## config.mk

```make
export PLATFORM = sky130hd
export DESIGN_NAME = bin2bcd_seq
export DESIGN_NICKNAME = d
export VERILOG_FILES = /design/src/rtl/bin2bcd_seq.sv
export SDC_FILE = /design/constraint.sdc
export NUM_CORES = 1
export LEC_CHECK = 0
export ABC_AREA = 1
export BUFFER_PORTS_ARGS = -buffer_cell sky130_fd_sc_hd__buf_2
export CORE_MARGIN = 5
export CORE_UTILIZATION = 45
export DETAILED_ROUTE_END_ITERATION = 16
export HOLD_SLACK_MARGIN = 0.15
export SETUP_SLACK_MARGIN = 0.1
export SLEW_MARGIN = 20
export SYNTH_ARGS = -nofsm -noshare
export SYNTH_HDL_FRONTEND = slang
export SYNTH_SLANG_ARGS = --single-unit
```

## constraint.sdc

```tcl
create_clock -name clk -period 2.35 [get_ports clk]
set_clock_uncertainty 0.2 [all_clocks]
set_input_delay 0.1175 -clock clk [delete_from_list [all_inputs] [get_ports clk]]
set_output_delay 0.1175 -clock clk [all_outputs]
set_load 0.01 [all_outputs]
```

## src/rtl/bin2bcd_seq.sv

```systemverilog
// Sequential binary-to-BCD converter (shift-and-add-3, one bit per clock).
// Accepts an unsigned value on start and presents packed BCD digits on bcd,
// with units in bits [3:0]. A one-cycle done pulse marks each new result.
// Digits above DIGITS are dropped, so the result is the value mod 10^DIGITS.
//
// state   | meaning
// S_IDLE  | waiting for start
// S_SHIFT | one double-dabble iteration per clock, WIDTH iterations in total
// S_DONE  | result just written to bcd, done high for this single cycle
module bin2bcd_seq #(
  parameter int WIDTH  = 8,
  parameter int DIGITS = 3
) (
  input  logic                  clk,
  input  logic                  rst,
  input  logic                  start,
  input  logic [WIDTH-1:0]      bin,
  output logic                  busy,
  output logic                  done,
  output logic [4*DIGITS-1:0]   bcd
);

  localparam int BW = 4 * DIGITS;
  localparam int CW = $clog2(WIDTH + 1);

  typedef enum logic [1:0] {
    S_IDLE  = 2'd0,
    S_SHIFT = 2'd1,
    S_DONE  = 2'd2
  } state_t;

  state_t          state;
  state_t          state_next;
  logic [WIDTH-1:0] bin_reg;
  logic [BW-1:0]   scratch;
  logic [BW-1:0]   adjusted;
  logic [BW-1:0]   scratch_shift;
  logic [CW-1:0]   bit_cnt;
  logic            accept;
  logic            last_bit;

  // A request is taken whenever no conversion is in flight, including the DONE cycle.
  assign accept   = start && (state != S_SHIFT);
  assign last_bit = (bit_cnt == CW'(1));

  // Pre-adjust every nibble >= 5 by +3, then form the shifted scratch value.
  always_comb begin
    adjusted = scratch;
    for (int i = 0; i < DIGITS; i++) begin
      if (scratch[4*i +: 4] >= 4'd5) begin
        adjusted[4*i +: 4] = scratch[4*i +: 4] + 4'd3;
      end
    end
    scratch_shift = {adjusted[BW-2:0], bin_reg[WIDTH-1]};
  end

  // State register.
  always_ff @(posedge clk) begin
    if (rst) begin
      state <= S_IDLE;
    end else begin
      state <= state_next;
    end
  end

  // Next-state decode and status outputs.
  always_comb begin
    state_next = state;
    busy       = 1'b0;
    done       = 1'b0;
    case (state)
      S_IDLE: begin
        if (start) state_next = S_SHIFT;
      end
      S_SHIFT: begin
        busy = 1'b1;
        if (last_bit) state_next = S_DONE;
      end
      S_DONE: begin
        done       = 1'b1;
        state_next = start ? S_SHIFT : S_IDLE;
      end
      default: state_next = S_IDLE;
    endcase
  end

  // Datapath: capture on accept, shift while converting, publish on the last iteration.
  always_ff @(posedge clk) begin
    if (rst) begin
      bin_reg <= '0;
      scratch <= '0;
      bit_cnt <= '0;
      bcd     <= '0;
    end else if (accept) begin
      bin_reg <= bin;
      scratch <= '0;
      bit_cnt <= CW'(WIDTH);
    end else if (state == S_SHIFT) begin
      bin_reg <= bin_reg << 1;
      scratch <= scratch_shift;
      bit_cnt <= bit_cnt - CW'(1);
      if (last_bit) begin
        bcd <= scratch_shift;
      end
    end
  end

endmodule

```

==> impl_summary.txt <==
----------------------------------------------------
[STA]
  Post-layout minimum cycle time ... 2.00 ns
  Max_slew headroom ... 64.9%
  Slew at the pin closest to its max-slew limit ... 0.525 ns
  Slack of the critical path ... 0.351 ns
  Final max-slew violation count ... 0
  Count of endpoints failing hold in the final timing report ... 0
  Final worst path period share ... 85.0%
  # setup viols final ... 0
  Total Negative Setup Slacks ... 0 ns
  RSZ-0062 raised after global routing ... false
  Max Fclk ... 500 MHz

[Critical path]
  Kind of cell adding the most delay to the critical path ... buffers and inverters
  Register-to-Register Setup Slack ... 0.35 ns
  Element type at the critical path start ... flip-flop
  Setup Crit Path Kind ... flip-flop to flip-flop
  CP Buf/Inv Count ... 2
  Source of the critical timing path ... state[0]$_SDFFE_PP0P_
  Arrival time of data at the critical path endpoint ... 2.02 ns
  Crit path largest cell delay ... 0.55 ns
  Cell count of the worst reg-to-reg path ... 6
  Critical path's slowest cell ... sky130_fd_sc_hd__dlygate4sd3_1
  Capture point of the worst reg-to-reg path ... bin_reg[0]$_SDFFE_PP0P_
  Source of the worst register-to-register timing path ... state[0]$_SDFFE_PP0P_
  Sort of element at the end of the critical path ... flip-flop
  Crit path required time ... 2.38 ns
  Critical path peak fanout ... 10
  Worst path cell trace ... inv_1, nor2_4, nor2_1, nand2_1, a21oi_1, dlygate4sd3_1

[Route]
  Detailed-route vias per instance ... 4.82
  Number of vias after detailed routing ... 1893
  Drt first-iter violations ... 116
  Drt total wl ... 4.39 mm
  ANT nets after route ... 0
  Average wire length per cell after detail routing ... 11.2 um
  Total DRC errors in the routed layout ... 0
  Number of iterations in the first detailed-routing pass ... 4

[CTS]
  Master cell of the clock root buffer ... sky130_fd_sc_hd__clkbuf_8
  Worst-Skew Late Latency ... 0.29 ns
  CTS Buf Count ... 5
  Clock tree from TritonCTS ... built
  Clock input transition at the sequential cells of the worst setup and hold paths ... 0.07 ns
  H-Tree Level Count ... 2
  Clock Sinks ... 38
  Number of buffers on the longest clock path ... 2

[Floorplanning]
  Row cnt ... 24
  Die Span Y ... 76.3 um
  Starting density of the core ... 45.8%
  Floorplan Core Area ... 4320 sq um
  Die Width ... 76.3 um
  Die Footprint ... 5830 sq um
  Count of boundary I/O pins ... 25

[Global route]
  Congestion Overflow GR ... 0
  Antenna violations before repair ... 0
  Vias in the first global route ... 1749
  Total routing resource utilization after global routing ... 16.2%
  Maximum number of pins on one net before global-route repair ... 18
  First-pass GRT wire length ... 7.85 mm

[Layout]
  Design Area, Final ... 2330 sq um
  Filler instances ... 460
  Share of cells above drive strength 1 ... 10.9%
  Synthesis-to-finish area growth ... 17.5%
  Number of diodes ... 0
  Layout net count ... 360

[Synth]
  Yosys synthesis warning count ... 0
  Synth unique cells ... 19
  Synthesized area per cell ... 6.54 sq um
  Syn Nets ... 322
  Sequential-to-total area share from yosys stat ... 38.4%
  Post-synthesis instance area ... 1980 sq um
  Post-synthesis cell count ... 303
  FF+latch count, synth ... 38

[Power and ir drop]
  Switching component of the power ... 374 uW
  Switching Fraction ... 27.8%
  Power Internal ... 970 uW
  Part of the power in registers ... 52.0%
  LEAKAGE ... 0.00120 uW
  Power share of the clock group ... 31.0%
  Total chip power ... 1340 uW
  Max VDD drop ... 0.253 mV
  Combinational Power Share ... 17.0%
  Pwr Density ... 577 nW/um^2

[Min path]
  Endpoint of the worst hold-timing path ... bcd[7]$_SDFFE_PP0P_
  Worst hold path cell count ... 2
  Class of the worst hold path ... flip-flop to flip-flop
  Start point of the worst min-delay path ... bcd[7]$_SDFFE_PP0P_

[Job]
  Count of max-cap constraint violations ... 0

[Place]
  Number of I/O port buffers ... 24
  Final GP Congestion ... 0.861
  Setup slack at placement ... 0.692 ns
  DP Area ... 2130 sq um
  DPL Wire Length ... 3.07 mm

[Outcome]
  Run status ... complete, no violations

----------------------------------------------------
[cell usage in the layout (no fill, tap or decap), drive strengths merged, types with 8 or more instances in the layout]
cell type	instances
nand3	27
ha	8
nand4	13
a21oi	24
inv	54
dlygate4sd3	12
buf	27
nand2	103
nor2	17
dfxtp	38
[per-layer routing]
| layer | wire length [um] | GRT usage (%) |
|---|---|---|
| met5 | 0 | 0 |
| met4 | 49 | 4.20 |
| met3 | 163 | 4.61 |
| met2 | 2010 | 26.8 |
| met1 | 2160 | 20.6 |
[tightest hold or removal path, stage by stage, from the launching register on]
cell and delay, ns:
sky130_fd_sc_hd__dfxtp_1 0.31, sky130_fd_sc_hd__nand2_1 0.06, sky130_fd_sc_hd__a21oi_1 0.05
[final cells by class]
cell class                 instances  area, sq um  area share, %
multi-input combinational        202          956           41.1
sequential                        38          761           32.7
timing repair buffer              39          263           11.3
inverter                          55          206           8.87
clock buffer                       7         76.3           3.28
tap                               52         65.1           2.80
[power groups by stage]
stage | clock [uW] | combinational (uW) | sequential [uW]
finish | 416 | 229 | 699
global placement | 0 | 214 | 713
global route | 464 | 265 | 703
detailed placement | 0 | 213 | 713
CTS | 437 | 230 | 698
floorplan | 0 | 164 | 709
[metrics by stage]
stage,hold WS [ns],instances,util (%)
floorplan,0.0621,303,-
global placement,0.174,374,49.3
detailed placement,0.177,374,49.3
CTS,0.272,393,53.8
global route,0.298,393,53.8
finish,0.268,393,53.8
[synthesized netlist by cell type]
master                     number  area (sq um)
sky130_fd_sc_hd__nor2_1        16          60.1
sky130_fd_sc_hd__a21boi_0       1          7.51
sky130_fd_sc_hd__clkinv_1       1          3.75
sky130_fd_sc_hd__buf_6          3          33.8
sky130_fd_sc_hd__dfxtp_1       38           761
sky130_fd_sc_hd__nor2_4         1          11.3
sky130_fd_sc_hd__inv_1         52           195
sky130_fd_sc_hd__nand2_1      103           387
sky130_fd_sc_hd__buf_2          4          20.0
sky130_fd_sc_hd__ha_1           8           100
sky130_fd_sc_hd__nand4_1       13          81.3
sky130_fd_sc_hd__clkbuf_1       1          3.75
sky130_fd_sc_hd__a21oi_1       24           120
sky130_fd_sc_hd__or2_2          1          6.26
sky130_fd_sc_hd__nand3_2        1          10.0
sky130_fd_sc_hd__inv_2          2          7.51
sky130_fd_sc_hd__o21ai_0        7          35.0
sky130_fd_sc_hd__o21a_1         1          7.51
sky130_fd_sc_hd__nand3_1       26           130
[worst max-delay path by stage]
stage,cells after the start,slack (ns),endpoint
floorplan,8,0.93,bcd[1]$_SDFFE_PP0P_
global placement,8,0.74,bcd[2]$_SDFFE_PP0P_
detailed placement,8,0.69,bcd[8]$_SDFFE_PP0P_
CTS,6,0.37,bin_reg[0]$_SDFFE_PP0P_
global route,6,0.21,bin_reg[0]$_SDFFE_PP0P_
finish,6,0.35,bin_reg[0]$_SDFFE_PP0P_
[what timing repair did]
action	4_1_cts	5_1_grt
hold buffers	12	0
endpoints found under the hold margin	14	0
setup buffers	0	0
gates resized for setup	0	0
[cells by family after synthesis]
family | synth area share (%)
adder cells (fa/ha/maj) | 5.05
flip-flops | 38.4
buffers and inverters | 13.3
AO/OA/AOI/OAI | 8.59
AND/OR/NAND/NOR | 34.6
No activity file was read; power rests on OpenSTA's default activity.
